--- src/rtl/key_event_ctrl_pkg.sv ---
// Shared types and PS/2 scan-code constants for the key event controller.
package key_event_ctrl_pkg;

  typedef enum logic [1:0] {
    ST_IDLE   = 2'd0,
    ST_POP    = 2'd1,
    ST_DECODE = 2'd2
  } key_state_e;

  localparam logic [7:0] SC_EXT    = 8'hE0;
  localparam logic [7:0] SC_BRK    = 8'hF0;
  localparam logic [7:0] SC_LSHIFT = 8'h12;
  localparam logic [7:0] SC_RSHIFT = 8'h59;
  localparam logic [7:0] SC_CAPS   = 8'h58;
  localparam logic [7:0] SC_NONE   = 8'h00;

  function automatic logic is_prefix(input logic [7:0] b);
    return (b == SC_EXT) || (b == SC_BRK);
  endfunction

endpackage

--- src/rtl/key_event_ctrl_fsm.sv ---
// Byte fetch sequencer: pops one FIFO byte per IDLE->POP->DECODE pass and
// accumulates E0/F0 prefix flags until a final scan code is decoded.
module key_fsm
  import key_event_ctrl_pkg::*;
(
  input  logic       i_clk,
  input  logic       i_rst_n,
  input  logic       i_ready,
  input  logic [7:0] i_data,
  output logic       o_nextdata_n,
  output key_state_e o_state,
  output logic [7:0] o_byte,
  output logic       o_ext_pending,
  output logic       o_brk_pending
);

  key_state_e r_state;
  key_state_e w_next_state;
  logic [7:0] r_byte;
  logic       r_ext_pending;
  logic       r_brk_pending;
  logic       w_nextdata_n;

  always_ff @(posedge i_clk or negedge i_rst_n) begin
    if (!i_rst_n) begin
      r_state       <= ST_IDLE;
      r_byte        <= SC_NONE;
      r_ext_pending <= 1'b0;
      r_brk_pending <= 1'b0;
    end else begin
      r_state <= w_next_state;
      if (r_state == ST_IDLE && i_ready) begin
        r_byte <= i_data;
      end
      // Prefix flags persist until a final code consumes them.
      if (r_state == ST_DECODE) begin
        if (r_byte == SC_EXT) begin
          r_ext_pending <= 1'b1;
        end else if (r_byte == SC_BRK) begin
          r_brk_pending <= 1'b1;
        end else begin
          r_ext_pending <= 1'b0;
          r_brk_pending <= 1'b0;
        end
      end
    end
  end

  always_comb begin
    w_next_state = r_state;
    w_nextdata_n = 1'b1;
    case (r_state)
      ST_IDLE:   if (i_ready) w_next_state = ST_POP;
      ST_POP: begin
        w_nextdata_n = 1'b0;
        w_next_state = ST_DECODE;
      end
      ST_DECODE: w_next_state = ST_IDLE;
      default:   w_next_state = ST_IDLE;
    endcase
  end

  assign o_nextdata_n  = w_nextdata_n;
  assign o_state       = r_state;
  assign o_byte        = r_byte;
  assign o_ext_pending = r_ext_pending;
  assign o_brk_pending = r_brk_pending;

endmodule

--- src/rtl/key_event_ctrl.sv ---
// PS/2 key event controller: turns scan-code bytes into key events and
// tracks held key, shift, caps-lock, press count, conflict and overflow.
module key_event_ctrl
  import key_event_ctrl_pkg::*;
#(
  parameter int CNT_W = 8
) (
  input  logic             clk,
  input  logic             clrn,
  input  logic             ready,
  input  logic [7:0]       data,
  input  logic             overflow,
  output logic             nextdata_n,
  output logic             key_valid,
  output logic [7:0]       key_code,
  output logic             key_ext,
  output logic             key_release,
  output logic [7:0]       held_code,
  output logic             shift_held,
  output logic             caps_on,
  output logic [CNT_W-1:0] press_count,
  output logic             conflict,
  output logic             err
);

  key_state_e       w_state;
  logic [7:0]       w_byte;
  logic             w_ext_pending;
  logic             w_brk_pending;
  logic             w_event;
  logic             w_is_shift;
  logic             w_new_press;

  logic             r_key_valid;
  logic [7:0]       r_key_code;
  logic             r_key_ext;
  logic             r_key_release;
  logic [7:0]       r_held_code;
  logic             r_lshift;
  logic             r_rshift;
  logic             r_caps_on;
  logic [CNT_W-1:0] r_press_count;
  logic             r_conflict;
  logic             r_err;

  key_fsm u_fsm (
    .i_clk         (clk),
    .i_rst_n       (clrn),
    .i_ready       (ready),
    .i_data        (data),
    .o_nextdata_n  (nextdata_n),
    .o_state       (w_state),
    .o_byte        (w_byte),
    .o_ext_pending (w_ext_pending),
    .o_brk_pending (w_brk_pending)
  );

  assign w_event     = (w_state == ST_DECODE) && !is_prefix(w_byte);
  assign w_is_shift  = !w_ext_pending && ((w_byte == SC_LSHIFT) || (w_byte == SC_RSHIFT));
  // A press counts as new unless it repeats the currently held key.
  assign w_new_press = !w_is_shift && !w_brk_pending &&
                       ((r_held_code == SC_NONE) || (w_byte != r_held_code));

  always_ff @(posedge clk or negedge clrn) begin
    if (!clrn) begin
      r_key_valid   <= 1'b0;
      r_key_code    <= SC_NONE;
      r_key_ext     <= 1'b0;
      r_key_release <= 1'b0;
      r_held_code   <= SC_NONE;
      r_lshift      <= 1'b0;
      r_rshift      <= 1'b0;
      r_caps_on     <= 1'b0;
      r_press_count <= '0;
      r_conflict    <= 1'b0;
      r_err         <= 1'b0;
    end else begin
      r_key_valid <= w_event;
      if (overflow) begin
        r_err <= 1'b1;
      end
      if (w_event) begin
        r_key_code    <= w_byte;
        r_key_ext     <= w_ext_pending;
        r_key_release <= w_brk_pending;
        if (w_is_shift) begin
          if (w_byte == SC_LSHIFT) r_lshift <= !w_brk_pending;
          else                     r_rshift <= !w_brk_pending;
        end else if (w_brk_pending) begin
          if (w_byte == r_held_code) begin
            r_held_code <= SC_NONE;
            r_conflict  <= 1'b0;
          end
        end else if (w_new_press) begin
          r_press_count <= r_press_count + CNT_W'(1);
          if (r_held_code == SC_NONE) r_held_code <= w_byte;
          else                        r_conflict  <= 1'b1;
          if (w_byte == SC_CAPS) r_caps_on <= !r_caps_on;
        end
      end
    end
  end

  assign key_valid   = r_key_valid;
  assign key_code    = r_key_code;
  assign key_ext     = r_key_ext;
  assign key_release = r_key_release;
  assign held_code   = r_held_code;
  assign shift_held  = r_lshift | r_rshift;
  assign caps_on     = r_caps_on;
  assign press_count = r_press_count;
  assign conflict    = r_conflict;
  assign err         = r_err;

endmodule
--- config.mk ---
export PLATFORM = sky130hd
export DESIGN_NAME = key_event_ctrl
export DESIGN_NICKNAME = d
export VERILOG_FILES = /design/src/rtl/key_event_ctrl_pkg.sv /design/src/rtl/key_event_ctrl_fsm.sv /design/src/rtl/key_event_ctrl.sv
export SDC_FILE = /design/constraint.sdc
export NUM_CORES = 1
export LEC_CHECK = 0
export BUFFER_PORTS_ARGS = -buffer_cell sky130_fd_sc_hd__buf_2
export CAP_MARGIN = 10
export CORE_ASPECT_RATIO = 0.7
export CORE_MARGIN = 2
export CORE_UTILIZATION = 47
export DETAILED_ROUTE_END_ITERATION = 10
export PLACE_DENSITY = 0.7
export SYNTH_ARGS = -nofsm -noshare
export SYNTH_HDL_FRONTEND = slang
export SYNTH_SLANG_ARGS = --single-unit
--- constraint.sdc ---
create_clock -name clk -period 5.33 [get_ports clk]
set_input_delay 1.599 -clock clk [delete_from_list [all_inputs] [get_ports clk]]
set_output_delay 1.599 -clock clk [all_outputs]
set_load 0.01 [all_outputs]
==> key figures <==
Status
  • Status: completed

Logic synthesis
  • Post-synth top area share: 52.6%
  • Syn Area/Cell: 10.9 µm²
  • Syn Nets: 206
  • Primary FF master, synth: dfrtp_1
  • Synth cell types: 41
  • Top cells by area, synth: dfrtp_1 53%, nand2_1 7.2%, mux2_2 5.9%
  • Async SR Flop Fraction: 100%
  • Post-synth EDFFs: 0
  • Synthesized flop and latch total: 44
  • Mapped Area: 2090 µm²
  • Gate Count Post-Synth: 193
  • Sequential-to-total area share from yosys stat: 52.6%
  • Top cell type by total area after synthesis: dfrtp_1
  • Syn. warnings: 0

Placed design
  • Setup slack at placement: 2.20 ns
  • Cell total after placement: 282
  • GPL Wtd Cong: 0.708
  • # port buffers: 43
  • Area after DPL: 2320 µm²
  • Hpwl dp: 2960 µm

Routing
  • Drt first pass iters: 4
  • Antenna-violating nets left: 0
  • Residual DRC: 0
  • Post-DR wirelength/cell: 14.9 µm
  • Routed WL: 4320 µm
  • 1st-iter DRT viols: 160
  • Vias: 1554
  • Vias per cell: 5.36

Finish
  • Final nets: 247
  • Fill cell count: 404
  • Design Area, Final: 2430 µm²
  • Diode count: 0
  • Finished Layout Cells: 290
  • Final core utilization: 56.4%
  • Share of cells above drive strength 1: 31.1%
  • Most common cell after layout, fill and taps aside: dfrtp_1
  • Most frequent cells in the layout: 44 x dfrtp_1, 43 x buf_2, 40 x nand2_1, 11 x mux2_2, 9 x o21ai_0
  • P&R area growth vs syn: 15.8%

Timing
  • Worst slew pin tran: 1.10 ns
  • Final hold violation count: 0
  • Clk_skew: 0.00926 ns
  • RSZ-0062 raised after global routing: false
  • Max Slew Vio Count: 0
  • Min Tclk post-route: 2.78 ns
  • Fmax: 359 MHz
  • Period utilization: 52.2%
  • Final setup viols: 0
  • Total negative setup slack: 0 ns
  • Hold Slack: 0.463 ns
  • Final Worst Setup Slack: 2.55 ns
  • Relative slew margins: 26.2%

Global route
  • GR Util met1: 28.5%
  • Most Used Layer, Global Route: met1
  • Met2 Resource Use GR: 25.7%
  • Via count of the first global-routing pass: 1376
  • First-pass GRT wire length: 7150 µm
  • Tot GR Track Use: 18.7%
  • GRT overflow: 0
  • Initial antenna violation count: 0
  • Met3 Use GR: 5.94%
  • Largest net degree at the start of global routing: 45

Clocking
  • Clock sinks: 44
  • H-tree levels: 2
  • Clock latency on the worst-skew pair: 0.30 ns
  • Clk slew on worst S/H paths: 0.08 ns
  • Total CTS buffers: 5
  • Root buffer cell: clkbuf_8
  • CTS Hold Bufs: 0
  • Gates resized, CTS repair: 0
  • Clock Path Buffers: 2
  • TritonCTS clock tree: done
  • Post-CTS Setup Bufs: 0

Pwr
  • Tot Pwr: 1.03 mW
  • Lkg Pwr: 1.07 nW
  • Peak supply drop: 236 µV
  • Pwr dens: 425 nW/µm²

Worst setup path
  • CP peak stage delay: 0.87 ns
  • Critical Path AT: 2.97 ns
  • CP Max Fanout: 9
  • Critical path endpoint category: flop
  • CP max-delay cell: nor3b_1
  • Required time of the critical path: 5.51 ns
  • Setup CP Type: input pin to flop
  • Crit path cell chain: buf_2, nor3b_1, mux2_2
  • CP startpoint kind: input pin

Floorplan
  • Die area: 5010 µm²
  • Core Area: 4300 µm²
  • I/O pin cnt: 44
  • Initial core utilization: 48.7%
  • Cell Rows: 20
  • Die H: 59.9 µm
  • Die X-Extent: 83.8 µm

Worst hold path
  • Hold Crit Class: flop to flop

Job
  • Max Cap Viol: 0
==> state kept, by name (all words and copies together) (netlist names) <==
name                 flops
caps_on                  1
conflict                 1
err                      1
held_code                8
key_code                 8
key_ext                  1
key_release              1
key_valid                1
press_count              8
r_lshift                 1
r_rshift                 1
u_fsm.o_brk_pending      1
u_fsm.o_byte             8
u_fsm.o_ext_pending      1
u_fsm.o_state            2
==> worst max-delay path, delay by kind of cell <==
kind	cells	cell delay (ns)
mux	1	0.42
simple gates	1	0.87
buf+inv	1	0.07
==> worst paths after layout <==
kind                                 start               to  slack, ns  cells after the start
min                                    err              err       0.46                      1
min in group asynchronous             clrn      key_code[1]       1.45                      1
min reg2reg                            err              err       0.46                      1
max                                  ready  u_fsm.o_byte[1]       2.55                      3
max in group asynchronous             clrn  u_fsm.o_byte[1]       3.30                      1
max reg2reg                u_fsm.o_byte[2]     held_code[3]       2.70                      4
==> cells by family after synthesis <==
group | synth area share, %
buf+inv | 3.58
fa+ha+maj | 0.597
mux | 6.45
flops | 52.6
xor+xnor | 6.69
compound gates | 12.4
simple gates | 17.7
==> synth_stat cells (all sizes together) (2+ instances only) <==
master / n
dfrtp: 44
nand2: 40
mux2: 12
o21ai: 12
nor2: 9
o311ai: 8
xnor2: 8
xor2: 8
o211ai: 6
buf: 5
clkbuf: 4
inv: 4
nor3: 4
nand4: 3
or2: 3
a21oi: 2
and3: 2
nor2b: 2
nor4: 2
or4: 2
or4b: 2
==> layer usage <==
metal / wire length, µm / share of wire [%] / up-vias
li1: - / - / 763
met1: 2150 / 50 / 742
met2: 1860 / 43 / 47
met3: 297 / 6.9 / 2
met4: 11 / 0.25 / 0
met5: 0 / 0 / -
==> power by group <==
group	switching [mW]	internal (mW)
registers	0.111	0.415
clock network	0.111	0.139
logic	0.136	0.119
==> cell type report <==
type | count | area (µm²) | area share [%]
clock inverter | 2 | 35.0 | 1.44
inverter | 4 | 15.0 | 0.619
clock buffer | 6 | 72.6 | 2.99
timing repair buffer | 43 | 215 | 8.87
tap | 55 | 68.8 | 2.84
multi-input combinational | 136 | 918 | 37.9
sequential | 44 | 1100 | 45.4
Power figures use the tool's default switching activity.
